### config.mk
export PLATFORM = sky130hd
export DESIGN_NAME = perf_report_tx
export DESIGN_NICKNAME = d
export VERILOG_FILES = /design/src/rtl/perf_report_pkg.sv /design/src/rtl/seq_divider.sv /design/src/rtl/perf_report_tx.sv
export SDC_FILE = /design/constraint.sdc
export NUM_CORES = 1
export LEC_CHECK = 0
export ABC_AREA = 1
export CAP_MARGIN = 20
export CORE_UTILIZATION = 30
export DETAILED_ROUTE_END_ITERATION = 16
export GPL_TIMING_DRIVEN = 1
export PLACE_DENSITY_LB_ADDON = 0.05
export SYNTH_ARGS = -nofsm -noshare
export SYNTH_HDL_FRONTEND = slang
export SYNTH_SLANG_ARGS = --single-unit
### constraint.sdc
create_clock -name clk -period 9.1 [get_ports clk]
set_clock_uncertainty 0.05 [all_clocks]
set_input_delay 1.365 -clock clk [delete_from_list [all_inputs] [get_ports clk]]
set_output_delay 1.365 -clock clk [all_outputs]
set_load 0.01 [all_outputs]
### src/rtl/perf_report_pkg.sv
// Shared types and frame layout for the performance-counter telemetry transmitter.
package perf_report_pkg;

    typedef enum logic [1:0] {IDLE, DIV, SEND} state_t;

    localparam int FRAME_LEN = 11;
    localparam int OFS_SYNC  = 0;
    localparam int OFS_TOTAL = 1;
    localparam int OFS_REC   = 5;
    localparam int OFS_PCT   = 9;
    localparam int OFS_CSUM  = 10;
    localparam int PCT_MAX   = 100;
    localparam int NUM_W     = 39;

    // Byte at a given frame offset; counters are sent big-endian, checksum covers bytes 1..9.
    function automatic logic [7:0] frame_byte(input logic [3:0] ofs, input logic [7:0] sync,
                                              input logic [31:0] total, input logic [31:0] rec,
                                              input logic [7:0] pct);
        int o;
        logic [7:0] csum;
        o = int'(ofs);
        csum = pct;
        for (int i = 0; i < 4; i++) csum = csum ^ total[8*i +: 8] ^ rec[8*i +: 8];
        if (o == OFS_SYNC)                  return sync;
        if (o >= OFS_TOTAL && o < OFS_REC)  return total[8*(OFS_REC-1-o) +: 8];
        if (o >= OFS_REC && o < OFS_PCT)    return rec[8*(OFS_PCT-1-o) +: 8];
        if (o == OFS_PCT)                   return pct;
        if (o == OFS_CSUM)                  return csum;
        return 8'h00;
    endfunction

endpackage

### src/rtl/seq_divider.sv
// Unsigned restoring divider, one quotient bit per cycle, NUM_W cycles per division.
module seq_divider #(
    parameter int NUM_W = 39,
    parameter int DEN_W = 32
) (
    input  logic             clk,
    input  logic             reset,
    input  logic             start,
    input  logic [NUM_W-1:0] numerator,
    input  logic [DEN_W-1:0] divisor,
    output logic             busy,
    output logic             done,
    output logic [NUM_W-1:0] quotient,
    output logic [DEN_W-1:0] remainder
);
    localparam int CW = $clog2(NUM_W + 1);

    logic [CW-1:0]  cnt;
    logic [DEN_W-1:0] den;
    logic [DEN_W:0] trial;
    logic [DEN_W:0] diff;

    assign trial = {remainder, quotient[NUM_W-1]};
    assign diff  = trial - {1'b0, den};
    assign busy  = cnt != '0;
    // done marks the final iteration; quotient/remainder are final from the next cycle
    assign done  = cnt == CW'(1);

    always_ff @(posedge clk or posedge reset) begin
        if (reset) begin
            cnt       <= '0;
            den       <= '0;
            quotient  <= '0;
            remainder <= '0;
        end else if (start) begin
            cnt       <= CW'(NUM_W);
            den       <= divisor;
            quotient  <= numerator;
            remainder <= '0;
        end else if (busy) begin
            cnt <= cnt - CW'(1);
            if (!diff[DEN_W]) begin
                remainder <= diff[DEN_W-1:0];
                quotient  <= {quotient[NUM_W-2:0], 1'b1};
            end else begin
                remainder <= trial[DEN_W-1:0];
                quotient  <= {quotient[NUM_W-2:0], 1'b0};
            end
        end
    end
endmodule

### src/rtl/perf_report_tx.sv
// Snapshots the performance counters, computes recovery overhead % and streams an 11-byte frame.
module perf_report_tx
    import perf_report_pkg::*;
#(
    parameter int          REPORT_INTERVAL = 0,
    parameter logic [7:0]  SYNC_BYTE       = 8'hA5
) (
    input  logic        clk,
    input  logic        reset,
    input  logic [31:0] total_cycle_count,
    input  logic [31:0] recovery_cycle_count,
    input  logic        report_req,
    output logic [7:0]  tx_data,
    output logic        tx_valid,
    input  logic        tx_ready,
    output logic        busy,
    output logic [15:0] frames_sent
);
    state_t      state;
    logic        pending;
    logic        pct_load;
    logic [3:0]  idx;
    logic [31:0] snap_total;
    logic [31:0] snap_rec;
    logic [7:0]  pct;
    logic        tick;
    logic        trigger;
    logic        div_start;
    logic        div_busy;
    logic        div_done;
    logic [NUM_W-1:0] quotient;
    logic [31:0] remainder;
    logic        div_unused;

    if (REPORT_INTERVAL != 0) begin : g_ivl
        logic [31:0] ivl_cnt;
        assign tick = ivl_cnt == 32'(REPORT_INTERVAL - 1);
        always_ff @(posedge clk or posedge reset) begin
            if (reset) ivl_cnt <= '0;
            else       ivl_cnt <= tick ? '0 : ivl_cnt + 32'd1;
        end
    end else begin : g_no_ivl
        assign tick = 1'b0;
    end

    assign trigger    = report_req | tick | pending;
    assign div_start  = (state == IDLE) && trigger && (total_cycle_count != '0);
    assign div_unused = ^{remainder, div_busy};

    seq_divider #(.NUM_W(NUM_W), .DEN_W(32)) u_div (
        .clk       (clk),
        .reset     (reset),
        .start     (div_start),
        .numerator (NUM_W'(recovery_cycle_count) * NUM_W'(PCT_MAX)),
        .divisor   (total_cycle_count),
        .busy      (div_busy),
        .done      (div_done),
        .quotient  (quotient),
        .remainder (remainder)
    );

    always_ff @(posedge clk or posedge reset) begin
        if (reset) begin
            state       <= IDLE;
            pending     <= 1'b0;
            pct_load    <= 1'b0;
            idx         <= '0;
            snap_total  <= '0;
            snap_rec    <= '0;
            pct         <= '0;
            tx_data     <= '0;
            tx_valid    <= 1'b0;
            busy        <= 1'b0;
            frames_sent <= '0;
        end else begin
            case (state)
                IDLE: if (trigger) begin
                    snap_total <= total_cycle_count;
                    snap_rec   <= recovery_cycle_count;
                    pending    <= 1'b0;
                    busy       <= 1'b1;
                    if (total_cycle_count == '0) begin
                        pct      <= '0;
                        state    <= SEND;
                        tx_valid <= 1'b1;
                        tx_data  <= SYNC_BYTE;
                        idx      <= '0;
                    end else begin
                        state <= DIV;
                    end
                end
                DIV: begin
                    if (report_req | tick) pending <= 1'b1;
                    if (div_done) begin
                        state    <= SEND;
                        tx_valid <= 1'b1;
                        tx_data  <= SYNC_BYTE;
                        idx      <= '0;
                        pct_load <= 1'b1;
                    end
                end
                SEND: begin
                    if (report_req | tick) pending <= 1'b1;
                    // quotient settles one cycle after the last divide step; pct is needed only at byte 9
                    if (pct_load) begin
                        pct      <= (quotient > NUM_W'(PCT_MAX)) ? 8'(PCT_MAX) : quotient[7:0];
                        pct_load <= 1'b0;
                    end
                    if (tx_ready) begin
                        if (idx == 4'(FRAME_LEN - 1)) begin
                            state       <= IDLE;
                            busy        <= 1'b0;
                            tx_valid    <= 1'b0;
                            tx_data     <= '0;
                            frames_sent <= frames_sent + 16'd1;
                        end else begin
                            idx     <= idx + 4'd1;
                            tx_data <= frame_byte(idx + 4'd1, SYNC_BYTE, snap_total, snap_rec, pct);
                        end
                    end
                end
                default: state <= IDLE;
            endcase
        end
    end
endmodule

; ---- Word-level counts from Yosys, hierarchy flattened
; Cells that the tools add are included.
[word_totals]
register_bits = 215
in_bits = 68
output_inout_bits = 26
[op_classes]
addsub = 6
multipliers = 1
order_cmp = 5
n_eq_ne = 14
n_shift = 2
n_mux = 86
bitwise = 9
n_reduce_logical = 25
[op_table]
columns = operator, n
row1 = two-way mux 8 bit, 22
row2 = two-way mux 32 bit, 3
row3 = two-way mux 39 bit, 2
row4 = variable part select 32 x 8 -> 8 bit, 2
row5 = XOR 8 bit, 8
row6 = "> comparator 39 x 7 -> 1 bit, second input constant", 1
row7 = two-way mux 1 bit, 39
row8 = "multiplier 32 x 5 -> 37 bit, second input constant", 1
row9 = subtractor 33 x 32 -> 33 bit, 1
row10 = logical NOT 32 bit, 1
row11 = nonzero test 32 bit, 1
row12 = one-hot mux 8 bit (3 select lines), 1
row13 = two-way mux 4 bit, 5
row14 = "adder 16 x 1 -> 16 bit, second input constant", 1
row15 = one-hot mux 8 bit (2 select lines), 1
row16 = "== test 4 bit, second input constant", 3
row17 = two-way mux 6 bit, 2
row18 = "inequality test 2 bit, second input constant", 6
row19 = one-hot mux 4 bit (3 select lines), 1
row20 = AND reduction 4 bit, 3
row21 = AND reduction 6 bit, 2
row22 = two-way mux 2 bit, 5
row23 = nonzero test 2 bit, 4
row24 = "== test 6 x 1 -> 1 bit, second input constant", 1
row25 = other kinds (24), 32

; ---- Depth between registers and ports, before layout
[logic_depth]
ltp_word = 36
ltp_mapped = 18
depth_no_buf = 17

; ---- Modules after synthesis
; A second synthesis with hierarchy kept.
[unflattened]
hier_cells = 2657
area_unflattened_um2 = 17971.0
[by_module_without_submodules]
columns = module, n_inst, cells_each, area_per_inst_um2, seq_area_each_um2
row1 = perf_report_tx, 1, 1486, 10211.0, 2652.5
row2 = seq_divider, 1, 1171, 7759.9, 2727.6

; ---- Worst setup path after synthesis
; OpenSTA, ideal clock, no wires.
[synth_path]
path_type = reg-to-reg
startpoint = register idx[0]
endpoint = register tx_data[4]
setup_ns = 0.065
arrival_ns = 2.177
required_time_ns = 8.985
slack_ns = 6.808
path_stages_with_launch = 15
n_path_buf = 3
synth_period_minus_slack_ns = 2.292
path_cell_list = dfrtp_1 buf_6 clkinv_1 clkbuf_1 ha_1 nor2_4 inv_2 buf_2 a21oi_1 o21ai_1 a21oi_1 a21oi_1 nor2_1 nand2_1 nand2_1
[synth_via]
elab_chain_len = 18
word_cells_on_any_way = 57
classes_between = 3 x add/sub / 4 x order compare / 3 x eq/ne / 2 x shift / 42 x mux / 3 x reduce/logical
[synth_rtl]
columns = element, line_no
row1 = start: declaration, perf_report_tx.sv:22  ; logic [3:0] idx;
row2 = start signal: assignment, perf_report_tx.sv:117  ; idx <= idx + 4'd1;
row3 = "parallel branches: the longest is 15 deep, another holds subtractor 3 x 4 -> 5 bit", -
row4 = two-way mux 8 bit (*), perf_report_tx.sv:110  ; if (idx == 4'(FRAME_LEN - 1)) begin
row5 = two-way mux 8 bit (*), perf_report_tx.sv:109  ; if (tx_ready) begin
row6 = one-hot mux 8 bit (3 select lines) (*), perf_report_tx.sv:76  ; case (state)
row7 = end signal: assignment, perf_report_tx.sv:118  ; tx_data <= frame_byte(idx + 4'd1, SYNC_BYTE, snap_total, snap_rec, pct);
row8 = end: declaration, perf_report_tx.sv:13  ; output logic [7:0] tx_data,
; Mark *: on every way between the ends. The select of a mux whose other input is x is not followed.
; A chain may end at the register's enable or synchronous reset.

; ---- Worst setup path after layout
[layout_path]
startpoint = input report_req
endpoint = register u_div.remainder[29]
[layout_via]
elab_chain_len = 4
word_cells_on_any_way = 5
classes_between = 1 x mux / 1 x bitwise / 3 x reduce/logical
[layout_rtl]
columns = element, line_no
row1 = start: declaration, perf_report_tx.sv:12  ; input logic report_req,
row2 = OR 1 bit (*), perf_report_tx.sv:46  ; assign trigger = report_req | tick | pending;
row3 = logical AND 1 bit (*) (2 in a row), perf_report_tx.sv:47  ; assign div_start = (state == IDLE) && trigger && (total_cycle_count != '0);
row4 = two-way mux 32 bit / nonzero test 2 bit (equally long branches), -
row5 = end signal: assignment, seq_divider.sv:43  ; remainder <= diff[DEN_W-1:0];
row6 = end signal: assignment, seq_divider.sv:46  ; remainder <= trial[DEN_W-1:0];
row7 = end: declaration, seq_divider.sv:14  ; output logic [DEN_W-1:0] remainder
; Every way passes the cells marked *; elsewhere a longest branch is shown, timed or not.

==> qor.txt <==
RePlAce Congestion = 0.935
area of the multi-input gates = 10,200 um^2
Hold Violations, Final = 0
Worst Hold Class = reg2reg
nets@finish = 2,949
max_slew headroom = 31.6%
Max rail drop VDD = 0.206 mV
antenna violations before repair = 3
DIE HEIGHT = 245 um
vias in the first global route = 16.7k
syn_nets = 2,875
CP endpoint kind = register
Pint = 0.00362 W
first-pass GRT wire length = 98,700 um
CP max FO = 51
clk slew on worst S/H paths = 0.06 ns
Synth Instances = 2,636
die area = 60,200 um^2
hpwl dp = 50,700 um
number of synthesized register bits = 215
CTS resizes = 0
drt pass-1 iters = 5
pins over their slew limit = 0
power density over cell area = 378 nW/um^2
Netlist cell types = 53
max_cap viols = 0
design area = 20,300 um^2
Post-CTS Setup Repair Bufs = 0
initial DRC count = 962
post-synth top area share = 30.3%
clock latency on the worst-skew pair = 0.55 ns
routed wire length = 63,400 um
Finished Layout Cells = 3,494
CTS tree = yes
CTS max path bufs = 3
Final TNS setup = 0 ns
measured slew at the worst slew-check pin = 1.03 ns
number of fill cells = 6,371
Port Buf Inserts = 93
layout cell share with drive strength beyond 1 = 3.44%
clock sinks = 215
Tot GR Track Use = 21.3%
Seq. cell area = 5380 um^2
Synth Area per Inst = 6.74 um^2
Num CTS Buffers = 26
RSZ-0062 raised after global routing = false
# IOs = 94
Tcrit/Tclk final = 53.7%
CP Class = in2reg
core area = 58,100 um^2
largest family of logic cells by synthesized area = simple AND/OR/NAND/NOR gates
Post-Synth Adder-Cell Area = 13.2%
Core Rows = 88
main flop type after synthesis = dfrtp_1
Root Buffer = clkbuf_16
Post-Place Cells = 3,447
post-route ant nets = 0
post-DR wirelength/cell = 18.1 um
total leakage power = 10.7 nW
initial core utilization = 30.6%
Synth Area in XOR/XNOR = 3.34%
minimum clock period = 4.88 ns
sequential share of the synthesized area = 30.3%
Hold-fix buffers, CTS = 0
Placement Cell Area = 19,500 um^2
Critical Path RT = 9.53 ns
combinational cell fraction of total power = 63.4%
mux contribution to synthesized area = 0%
Synth Cell Area = 17,800 um^2
sequential share of power = 22.8%
leading area contributor after synthesis = dfrtp_1
H-tree levels = 1
status = finished clean
switch share = 52.8%
NetSw = 0.00405 W
Horiz. Die Dim = 245 um
FMAX = 205 MHz
Clock Power Share = 13.8%
largest net degree at the start of global routing = 108
WP data arrival = 5.31 ns
simple-gate area share of the yosys netlist = 30.7%
vias = 16.5k
total gr overflow = 0
diodes inserted = 0
total power = 0.00768 W
drt drc = 0
crit start category = input pin
Post-synth ARST share = 100%
Compound-Gate Fraction of Synth Area = 10.2%
synth warn = 0
Synth area leaders = dfrtp_1 30%, nand2_1 18%, inv_1 10%
area grow syn2layout = 14.3%
post-DR vias/cell = 4.72
final setup fails = 0
EDFF count, synth = 0
-- critical path, stage by stage --
cell and delay, ns:
clkdlybuf4s50_1 0.42, nor2_1 0.24, nor2_4 0.04, buf_4 0.28, inv_2 0.09, buf_4 0.39, nor2_4 0.21, inv_2 0.34
nand2_2 0.41, inv_2 0.89, nand3_1 0.33, nand2_1 0.13, nand2_1 0.05, nand2_1 0.05
-- stage by stage --
stage	hold WS, ns	utilization (%)	setup slack, ns
2_1_floorplan	0.396	-	1.81
3_3_place_gp	0.407	33.5	3.56
3_5_place_dp	0.409	33.5	3.59
4_1_cts	0.421	34.9	4.17
5_1_grt	0.439	34.9	3.89
6_report	0.413	34.9	4.22
-- cells in the final DEF (no fill, tap or decap), types with 8 or more instances in the layout --
master,n
a21oi_1,106
buf_4,9
clkbuf_16,27
clkdlybuf4s50_1,93
dfrtp_1,215
fa_1,28
ha_1,143
inv_1,496
inv_2,10
nand2_1,834
nand2_2,8
nand2b_1,8
nand3_1,186
nand3b_1,15
nand4_1,21
nor2_1,173
nor3_1,18
o211ai_1,13
o21ai_0,150
o21bai_1,15
o221ai_1,9
o22ai_1,13
xnor2_1,31
xor2_1,33
-- area by class of cell --
| type | count | area share, % |
|---|---|---|
| clock buffer | 40 | 3.86 |
| clock inverter | 7 | 0.339 |
| inverter | 508 | 9.43 |
| multi-input combinational | 1857 | 50.3 |
| sequential | 215 | 26.5 |
| tap | 765 | 4.71 |
| timing repair buffer | 102 | 4.92 |
-- state kept, by name, summed over array words and instances (netlist names) --
name / cells
tx_valid: 1
idx: 4
u_div.quotient: 39
pct_load: 1
busy: 1
u_div.remainder: 32
pending: 1
frames_sent: 16
state: 2
u_div.cnt: 6
tx_data: 8
snap_rec: 32
snap_total: 32
pct: 8
u_div.den: 32
-- synthesized netlist by cell type (4+ instances only) --
cell type and n:
inv_2 10, nand2_4 4, nor2_2 4, clkbuf_1 23
nand3b_1 15, xor2_1 33, ha_1 143, o221ai_1 9
o21ai_0 150, buf_2 25, nor3_1 18, dfrtp_1 215
fa_1 28, o21bai_1 15, buf_6 4, nand3_1 186
nand2_2 8, xnor2_1 31, o22ai_1 13, nor2_4 5
nand2_1 834, nand4_1 21, o21ai_1 5, o211ai_1 13
a21oi_1 106, inv_1 497, nand2b_1 8, nor2_1 173
nor4_1 7
-- worst paths after layout --
kind                                              from                               to  slack [ns]  cells after the start
max                                         report_req  u_div.remainder[29]$_DFFE_PP0P_        4.22                     14
min                        frames_sent[15]$_DFFE_PP0P_      frames_sent[15]$_DFFE_PP0P_        0.41                      1
max reg2reg                       state[0]$_DFFE_PP0P_  u_div.remainder[29]$_DFFE_PP0P_        4.80                     15
min reg2reg                frames_sent[15]$_DFFE_PP0P_      frames_sent[15]$_DFFE_PP0P_        0.41                      1
max in group asynchronous                        reset        u_div.den[27]$_DFFE_PP0P_        6.24                      3
min in group asynchronous                        reset      frames_sent[14]$_DFFE_PP0P_        1.31                      2
-- power by group through the flow --
stage          Sequential (W)  Combinational (W)  Clock, W
2_1_floorplan         0.00164            0.00360         0
5_1_grt               0.00180            0.00559   0.00112
4_1_cts               0.00175            0.00493   0.00109
3_5_place_dp          0.00176            0.00491         0
3_3_place_gp          0.00176            0.00490         0
6_report              0.00175            0.00487   0.00106
-- routing by layer --
| metal | share of wire [%] | up-vias | global-route usage, % |
|---|---|---|---|
| li1 | - | 8378 | - |
| met1 | 47 | 7784 | 28.6 |
| met2 | 47 | 270 | 36.5 |
| met3 | 3.4 | 76 | 1.82 |
| met4 | 2.4 | 0 | 5.26 |
| met5 | 0 | - | 0 |
-- cells by family (layout without fill, tap and decap cells) --
| kind of cell | Yosys count | count (layout) |
|---|---|---|
| compound gates | 326 | 326 |
| simple gates | 1294 | 1294 |
| fa+ha+maj | 171 | 171 |
| flops | 215 | 215 |
| xor+xnor | 66 | 66 |
| buf+inv | 564 | 657 |
(Power assumes the default switching activity.)
